## src/rtl/psram_async_ctrl_if.sv

```systemverilog
// Request/response handshake and CellularRAM pin bundle for psram_async_ctrl.
// slave = controller view; master = requester plus board/pad view.
interface psram_async_ctrl_if;
    logic        req_valid;
    logic        req_ready;
    logic        req_we;
    logic        req_cfg;
    logic [22:0] req_addr;
    logic [15:0] req_wdata;
    logic [1:0]  req_be;
    logic        rsp_valid;
    logic [15:0] rsp_rdata;
    logic        mem_clk;
    logic        mem_adv_n;
    logic        mem_cre;
    logic        mem_ce_n;
    logic        mem_oe_n;
    logic        mem_we_n;
    logic [1:0]  mem_be;
    logic [22:0] mem_addr;
    logic [15:0] mem_dq_o;
    logic        mem_dq_oe;
    logic [15:0] mem_dq_i;
    logic        mem_wait;

    modport slave (
        input  req_valid, req_we, req_cfg, req_addr, req_wdata, req_be, mem_dq_i, mem_wait,
        output req_ready, rsp_valid, rsp_rdata, mem_clk, mem_adv_n, mem_cre, mem_ce_n,
               mem_oe_n, mem_we_n, mem_be, mem_addr, mem_dq_o, mem_dq_oe
    );

    modport master (
        output req_valid, req_we, req_cfg, req_addr, req_wdata, req_be, mem_dq_i, mem_wait,
        input  req_ready, rsp_valid, rsp_rdata, mem_clk, mem_adv_n, mem_cre, mem_ce_n,
               mem_oe_n, mem_we_n, mem_be, mem_addr, mem_dq_o, mem_dq_oe
    );
endinterface

```

## src/rtl/psram_async_ctrl.sv

```systemverilog
// Asynchronous-mode CellularRAM controller: single-word read, write and CRE config write.
// Every output is registered from next-state values, so strobes are glitch-free.
module psram_async_ctrl #(
    parameter int unsigned INIT_CYCLES = 12000,
    parameter int unsigned T_RD        = 6,
    parameter int unsigned T_WR        = 6,
    parameter int unsigned T_REC       = 2
) (
    input  logic              clk,
    input  logic              reset_n,
    psram_async_ctrl_if.slave bus
);

    typedef enum logic [2:0] {StInit, StIdle, StRd, StWr, StCfg, StRec} state_e;

    localparam logic [15:0] InitLast = 16'(INIT_CYCLES - 1);
    localparam logic [7:0]  RdLast   = 8'(T_RD - 1);
    localparam logic [7:0]  WrLast   = 8'(T_WR - 1);
    localparam logic [7:0]  RecLast  = 8'(T_REC - 1);

    state_e      state_q, state_d;
    logic [15:0] init_cnt_q, init_cnt_d;
    logic [7:0]  cnt_q, cnt_d;
    logic        accept;

    logic        ready_q, ready_d;
    logic        rsp_valid_q, rsp_valid_d;
    logic [15:0] rdata_q, rdata_d;
    logic        ce_n_q, ce_n_d;
    logic        oe_n_q, oe_n_d;
    logic        we_n_q, we_n_d;
    logic        adv_n_q, adv_n_d;
    logic        cre_q, cre_d;
    logic [1:0]  be_q, be_d;
    logic [22:0] addr_q, addr_d;
    logic [15:0] dq_o_q, dq_o_d;
    logic        dq_oe_q, dq_oe_d;
    logic        strobe;

    logic unused_wait;
    assign unused_wait = bus.mem_wait;

    always_comb begin
        state_d    = state_q;
        init_cnt_d = init_cnt_q;
        cnt_d      = cnt_q;
        accept     = 1'b0;
        unique case (state_q)
            StInit: begin
                if (init_cnt_q == InitLast) state_d = StIdle;
                else                        init_cnt_d = init_cnt_q + 16'd1;
            end
            StIdle: begin
                if (bus.req_valid && ready_q) begin
                    accept = 1'b1;
                    if (bus.req_cfg) begin
                        state_d = StCfg;
                        cnt_d   = WrLast;
                    end else if (bus.req_we) begin
                        state_d = StWr;
                        cnt_d   = WrLast;
                    end else begin
                        state_d = StRd;
                        cnt_d   = RdLast;
                    end
                end
            end
            StRd, StWr, StCfg: begin
                if (cnt_q == 8'd0) begin
                    state_d = StRec;
                    cnt_d   = RecLast;
                end else begin
                    cnt_d = cnt_q - 8'd1;
                end
            end
            StRec: begin
                if (cnt_q == 8'd0) state_d = StIdle;
                else               cnt_d = cnt_q - 8'd1;
            end
            default: state_d = StInit;
        endcase
    end

    // Outputs are decoded from the next state so they line up with the registered state.
    always_comb begin
        strobe      = (state_d == StRd) || (state_d == StWr) || (state_d == StCfg);
        ce_n_d      = !strobe;
        adv_n_d     = !strobe;
        oe_n_d      = (state_d != StRd);
        we_n_d      = !((state_d == StWr) || (state_d == StCfg));
        cre_d       = (state_d == StCfg);
        // Keep driving write data for one recovery cycle as hold time.
        dq_oe_d     = (state_d == StWr) || ((state_d == StRec) && (state_q == StWr));
        ready_d     = (state_d == StIdle);
        rsp_valid_d = (state_d == StRec) && (state_q != StRec);
        rdata_d     = rdata_q;
        if ((state_q == StRd) && (cnt_q == 8'd0)) rdata_d = bus.mem_dq_i;
        addr_d = addr_q;
        be_d   = be_q;
        dq_o_d = dq_o_q;
        if (accept) begin
            addr_d = bus.req_addr;
            be_d   = bus.req_cfg ? 2'b11 : ~bus.req_be;
            if (!bus.req_cfg && bus.req_we) dq_o_d = bus.req_wdata;
        end
    end

    always_ff @(posedge clk or negedge reset_n) begin
        if (!reset_n) begin
            state_q     <= StInit;
            init_cnt_q  <= 16'd0;
            cnt_q       <= 8'd0;
            ready_q     <= 1'b0;
            rsp_valid_q <= 1'b0;
            rdata_q     <= 16'd0;
            ce_n_q      <= 1'b1;
            oe_n_q      <= 1'b1;
            we_n_q      <= 1'b1;
            adv_n_q     <= 1'b1;
            cre_q       <= 1'b0;
            be_q        <= 2'b11;
            addr_q      <= 23'd0;
            dq_o_q      <= 16'd0;
            dq_oe_q     <= 1'b0;
        end else begin
            state_q     <= state_d;
            init_cnt_q  <= init_cnt_d;
            cnt_q       <= cnt_d;
            ready_q     <= ready_d;
            rsp_valid_q <= rsp_valid_d;
            rdata_q     <= rdata_d;
            ce_n_q      <= ce_n_d;
            oe_n_q      <= oe_n_d;
            we_n_q      <= we_n_d;
            adv_n_q     <= adv_n_d;
            cre_q       <= cre_d;
            be_q        <= be_d;
            addr_q      <= addr_d;
            dq_o_q      <= dq_o_d;
            dq_oe_q     <= dq_oe_d;
        end
    end

    assign bus.req_ready = ready_q;
    assign bus.rsp_valid = rsp_valid_q;
    assign bus.rsp_rdata = rdata_q;
    assign bus.mem_clk   = 1'b0;
    assign bus.mem_adv_n = adv_n_q;
    assign bus.mem_cre   = cre_q;
    assign bus.mem_ce_n  = ce_n_q;
    assign bus.mem_oe_n  = oe_n_q;
    assign bus.mem_we_n  = we_n_q;
    assign bus.mem_be    = be_q;
    assign bus.mem_addr  = addr_q;
    assign bus.mem_dq_o  = dq_o_q;
    assign bus.mem_dq_oe = dq_oe_q;

endmodule
```

## src/flat_wrapper.sv

```systemverilog
// flat-port wrapper written by rule: the top's interface ports become plain ports
module psram_async_ctrl_flat 
#(
    parameter int unsigned INIT_CYCLES = 12000,
    parameter int unsigned T_RD        = 6,
    parameter int unsigned T_WR        = 6,
    parameter int unsigned T_REC       = 2
)
  (clk, reset_n, bus_req_valid, bus_req_we, bus_req_cfg, bus_req_addr, bus_req_wdata, bus_req_be, bus_mem_dq_i, bus_mem_wait, bus_req_ready, bus_rsp_valid, bus_rsp_rdata, bus_mem_clk, bus_mem_adv_n, bus_mem_cre, bus_mem_ce_n, bus_mem_oe_n, bus_mem_we_n, bus_mem_be, bus_mem_addr, bus_mem_dq_o, bus_mem_dq_oe);
  psram_async_ctrl_if bus_i ();
  input  logic clk;
  input  logic reset_n;
  input wire logic [$bits(bus_i.req_valid)-1:0] bus_req_valid;
  input wire logic [$bits(bus_i.req_we)-1:0] bus_req_we;
  input wire logic [$bits(bus_i.req_cfg)-1:0] bus_req_cfg;
  input wire logic [$bits(bus_i.req_addr)-1:0] bus_req_addr;
  input wire logic [$bits(bus_i.req_wdata)-1:0] bus_req_wdata;
  input wire logic [$bits(bus_i.req_be)-1:0] bus_req_be;
  input wire logic [$bits(bus_i.mem_dq_i)-1:0] bus_mem_dq_i;
  input wire logic [$bits(bus_i.mem_wait)-1:0] bus_mem_wait;
  output wire logic [$bits(bus_i.req_ready)-1:0] bus_req_ready;
  output wire logic [$bits(bus_i.rsp_valid)-1:0] bus_rsp_valid;
  output wire logic [$bits(bus_i.rsp_rdata)-1:0] bus_rsp_rdata;
  output wire logic [$bits(bus_i.mem_clk)-1:0] bus_mem_clk;
  output wire logic [$bits(bus_i.mem_adv_n)-1:0] bus_mem_adv_n;
  output wire logic [$bits(bus_i.mem_cre)-1:0] bus_mem_cre;
  output wire logic [$bits(bus_i.mem_ce_n)-1:0] bus_mem_ce_n;
  output wire logic [$bits(bus_i.mem_oe_n)-1:0] bus_mem_oe_n;
  output wire logic [$bits(bus_i.mem_we_n)-1:0] bus_mem_we_n;
  output wire logic [$bits(bus_i.mem_be)-1:0] bus_mem_be;
  output wire logic [$bits(bus_i.mem_addr)-1:0] bus_mem_addr;
  output wire logic [$bits(bus_i.mem_dq_o)-1:0] bus_mem_dq_o;
  output wire logic [$bits(bus_i.mem_dq_oe)-1:0] bus_mem_dq_oe;
  assign bus_i.req_valid = bus_req_valid;
  assign bus_i.req_we = bus_req_we;
  assign bus_i.req_cfg = bus_req_cfg;
  assign bus_i.req_addr = bus_req_addr;
  assign bus_i.req_wdata = bus_req_wdata;
  assign bus_i.req_be = bus_req_be;
  assign bus_i.mem_dq_i = bus_mem_dq_i;
  assign bus_i.mem_wait = bus_mem_wait;
  assign bus_req_ready = bus_i.req_ready;
  assign bus_rsp_valid = bus_i.rsp_valid;
  assign bus_rsp_rdata = bus_i.rsp_rdata;
  assign bus_mem_clk = bus_i.mem_clk;
  assign bus_mem_adv_n = bus_i.mem_adv_n;
  assign bus_mem_cre = bus_i.mem_cre;
  assign bus_mem_ce_n = bus_i.mem_ce_n;
  assign bus_mem_oe_n = bus_i.mem_oe_n;
  assign bus_mem_we_n = bus_i.mem_we_n;
  assign bus_mem_be = bus_i.mem_be;
  assign bus_mem_addr = bus_i.mem_addr;
  assign bus_mem_dq_o = bus_i.mem_dq_o;
  assign bus_mem_dq_oe = bus_i.mem_dq_oe;
  psram_async_ctrl #(.INIT_CYCLES(INIT_CYCLES), .T_RD(T_RD), .T_WR(T_WR), .T_REC(T_REC)) u_core (.clk(clk), .reset_n(reset_n), .bus(bus_i));
endmodule
```

## config.mk

```make
export PLATFORM = sky130hd
export DESIGN_NAME = psram_async_ctrl_flat
export DESIGN_NICKNAME = d
export VERILOG_FILES = /design/src/rtl/psram_async_ctrl_if.sv /design/src/rtl/psram_async_ctrl.sv /design/src/flat_wrapper.sv
export SDC_FILE = /design/constraint.sdc
export NUM_CORES = 1
export LEC_CHECK = 0
export ABC_AREA = 0
export BUFFER_PORTS_ARGS = -buffer_cell sky130_fd_sc_hd__clkbuf_2
export CORE_ASPECT_RATIO = 0.9
export CORE_MARGIN = 4
export CORE_UTILIZATION = 50
export CTS_CLUSTER_DIAMETER = 100
export CTS_CLUSTER_SIZE = 25
export DETAILED_ROUTE_END_ITERATION = 8
export PLACE_DENSITY = 0.89
export SLEW_MARGIN = 20
export SYNTH_ARGS = -nofsm -noshare
export SYNTH_HDL_FRONTEND = slang
export SYNTH_SLANG_ARGS = --single-unit
```

## constraint.sdc

```tcl
create_clock -name clk -period 3.01 [get_ports clk]
set_input_delay 0.903 -clock clk [delete_from_list [all_inputs] [get_ports clk]]
set_output_delay 0.903 -clock clk [all_outputs]
set_load 0.03 [all_outputs]
```

==> implementation parameters <==
Parameter                              Value

Outcome
  Result of the run ... completed

Global route
  Number of antenna violations at the first check in global routing ... 0
  Global-route wire length before repair ... 13.05 mm
  Largest net degree at the start of global routing ... 50
  GRT overflow ... 0
  Vias in the first global route ... 2770
  GRT Overall Usage ... 17.70%

Power and ir drop
  Areal power density over the cells ... 767.8 nW/um^2
  Leak Pwr ... 2.426 nW
  Worst VDD drop ... 0.4503 mV
  Sequential power share ... 46.2%
  Clock power share ... 20.5%
  Total power ... 3.683 mW
  Design internal power ... 2.291 mW
  Combinational fraction of design power ... 33.3%
  Reported net switching power ... 1.392 mW
  Switch share ... 37.81%

Clock tree
  Number of buffers inserted during clock tree synthesis ... 9
  Resize count post-CTS ... 0
  Later-pin clock latency in the skew report ... 0.36 ns
  # hold bufs at CTS ... 0
  Clock tree from TritonCTS ... yes
  Level count of the clock H-tree ... 3
  Post-CTS Setup Inserts ... 0
  Deepest clock path buffer count ... 2
  Root Driver ... sky130_fd_sc_hd__clkbuf_8
  Clock Pin Slew Worst Setup and Hold Paths ... 0.09 ns
  CTS sink cnt ... 91

Critical path
  Critical path startpoint category ... register
  Crit Path Category ... register to register
  Cell-by-cell trace of the critical path ... inv_1 > ha_1 > or3b_2 > nor2_1 > nand4_2 > mux2_2
  Delay of the slowest cell on the worst path ... 0.50 ns
  Buffers & Inverters on Critical Path ... 1
  Data required, critical path ... 3.26 ns
  Capturing element type of the critical path ... register
  Critical-path top delay cell ... sky130_fd_sc_hd__or3b_2
  CP arrival ... 2.68 ns
  CP Max Fanout ... 16
  Kind of cell adding the most delay to the critical path ... simple AND/OR/NAND/NOR gates
  Internal reg-to-reg setup slack ... 0.58 ns

Placed design
  Weighted congestion reported at the end of routability-driven placement ... 0.9780
  Pre-CTS setup slack ... 0.5644 ns
  Number of buffer cells added on primary ports ... 126
  Post-detail-place hpwl ... 5.818 mm
  Total cell area at the placement stage ... 4612 um^2

STA
  Crit path time final ... 2.434 ns
  Post-route setup TNS ... 0 ns
  Share of the clock period used by the worst path ... 80.85%
  Final setup violation count ... 0
  Final slew viol count ... 0
  Final worst clock skew ... 0.01288 ns
  Worst-margin pin slew ... 0.6784 ns
  Final Worst Setup Slack ... 0.5763 ns
  Highest Clock Rate ... 410.9 MHz
  Worst max-slew margin expressed relative to the limit ... 54.35%
  RSZ-0062 raised after global routing ... no
  Hold Vio Cnt, Final ... 0

Synth
  Synth async-reset ratio ... 100.0%
  Number of cells produced by synthesis ... 295
  Prevailing post-synth register cell ... sky130_fd_sc_hd__dfrtp_1
  Post-Synthesis Net Count ... 361
  Post-synthesis instance area ... 3877 um^2
  Post-synthesis cell type count ... 50
  Number of enable flip-flop cells after synthesis ... 0
  Yosys synthesis warning count ... 0
  Seq/Total Area, Yosys ... 58.89%
  Synth Area per Inst ... 13.14 um^2
  Synthesis-stage register bit count ... 91

Drt
  Iteration-0 DRC count of the detailed router ... 67
  DR vias ... 2756
  DR WL/cell ... 14.42 um
  Remaining number of nets flagged by the antenna check after routing ... 0
  Number of optimization iterations in the first detailed-route pass ... 4
  Routed via count divided by cell count ... 5.240
  Residual DRC ... 0
  Wire length after detailed routing ... 7.583 mm

Cells and area
  Most frequent standard cell in the layout excluding fill and tap cells ... sky130_fd_sc_hd__clkbuf_2
  Filler cells ... 603
  Design area ... 4797 um^2
  Count of nets after finishing ... 491
  Fraction of final layout cells sized beyond drive strength 1 ... 51.63%
  Area grow syn2layout ... 23.72%
  Commonest non-fill, non-tap cells in the layout ... sky130_fd_sc_hd__clkbuf_2 (125), sky130_fd_sc_hd__dfrtp_1 (86), sky130_fd_sc_hd__mux2_2 (56), sky130_fd_sc_hd__nor2_1 (15), sky130_fd_sc_hd__nand2_1 (14)
  Count of antenna diodes in the layout ... 0
  Final Util ... 63.58%

Floorplan
  Die ar. ... 9230 um^2
  Initial standard-cell utilization of the core ... 51.39%
  Chip height ... 91.55 um
  Overall die width ... 100.8 um
  Num rows ... 30
  Boundary Pins ... 129
  Area of the core ... 7545 um^2

Job
  Number of max-capacitance violations reported ... 0

Hold path
  Type of the most critical hold path ... register to register
==> cell usage after synthesis, types with 5 or more instances <==
cell type,instances,area (um^2)
sky130_fd_sc_hd__dfrtp_1,86,2152
sky130_fd_sc_hd__dfstp_2,5,131.4
sky130_fd_sc_hd__inv_1,10,37.54
sky130_fd_sc_hd__mux2_2,56,630.6
sky130_fd_sc_hd__nand2_1,14,52.55
sky130_fd_sc_hd__nand3_1,6,30.03
sky130_fd_sc_hd__nand4_1,5,31.28
sky130_fd_sc_hd__nor2_1,15,56.30
sky130_fd_sc_hd__nor3_1,5,25.02
sky130_fd_sc_hd__o21ai_0,6,30.03
sky130_fd_sc_hd__xnor2_1,12,105.1
sky130_fd_sc_hd__xor2_1,8,70.07
==> power by group through the flow <==
| stage | Combinational, mW | Clock, mW | Sequential (mW) |
|---|---|---|---|
| detailed placement | 1.24 | 0 | 1.72 |
| CTS | 1.24 | 0.791 | 1.70 |
| global placement | 1.19 | 0 | 1.71 |
| floorplan | 0.640 | 0 | 1.96 |
| global route | 1.35 | 0.853 | 1.74 |
| finish | 1.23 | 0.757 | 1.70 |
==> stage by stage <==
step	hold WS [ns]	instances
after floorplan	0.4386	295
after global placement	0.4579	510
after detailed placement	0.4835	510
after CTS	0.4968	526
after global routing	0.5217	526
final	0.4945	526
==> path summary, 6_finish.rpt <==
kind | startpoint | end | cells past startpoint
setup / recovery | u_core.cnt_q[0]$_DFFE_PN0P_ | u_core.bus.rsp_rdata[7]$_DFFE_PN0P_ | 6
hold / removal | u_core.init_cnt_q[15]$_DFFE_PN0P_ | u_core.init_cnt_q[15]$_DFFE_PN0P_ | 1
setup reg to reg | u_core.cnt_q[0]$_DFFE_PN0P_ | u_core.bus.rsp_rdata[7]$_DFFE_PN0P_ | 6
hold reg to reg | u_core.init_cnt_q[15]$_DFFE_PN0P_ | u_core.init_cnt_q[15]$_DFFE_PN0P_ | 1
max in group asynchronous | reset_n | u_core.bus.mem_be[0]$_DFFE_PN1P_ | 2
min in group asynchronous | reset_n | u_core.bus.mem_addr[10]$_DFFE_PN0P_ | 1
==> state kept, by name, summed over array words and instances (netlist names) <==
signal	cells
u_core.bus.mem_addr	23
u_core.bus.mem_be	2
u_core.bus.mem_ce_n	1
u_core.bus.mem_cre	1
u_core.bus.mem_dq_o	16
u_core.bus.mem_dq_oe	1
u_core.bus.mem_oe_n	1
u_core.bus.mem_we_n	1
u_core.bus.req_ready	1
u_core.bus.rsp_rdata	16
u_core.bus.rsp_valid	1
u_core.cnt_q	8
u_core.init_cnt_q	16
u_core.state_q	3
==> cell type report <==
class | count | area [um^2] | area share, %
Tap cell | 96 | 120.1 | 2.504
Sequential cell | 91 | 2283 | 47.60
Inverter | 11 | 42.54 | 0.8868
Timing Repair Buffer | 130 | 675.6 | 14.08
Clock buffer | 10 | 137.6 | 2.869
Multi-Input combinational cell | 182 | 1490 | 31.06
Clock inverter | 6 | 47.55 | 0.9911
==> cells by family after synthesis <==
| logic type | after synthesis | synth area share, % |
|---|---|---|
| flops | 91 | 58.89 |
| simple gates | 72 | 10.49 |
| mux | 58 | 16.91 |
| compound gates | 28 | 5.454 |
| buf+inv | 22 | 2.678 |
| xor+xnor | 20 | 4.518 |
| fa+ha+maj | 3 | 0.9682 |
| other cells | 1 | 0.09671 |
==> per-layer routing <==
metal	share of wire [%]	vias up	track usage (%)
met4	0.96	0	4.489
met3	10	10	7.066
li1	-	1300	-
met1	40	1345	22.54
met2	48	101	28.13
met5	0	-	0
Note: power is estimated with default switching activity, not from simulation.
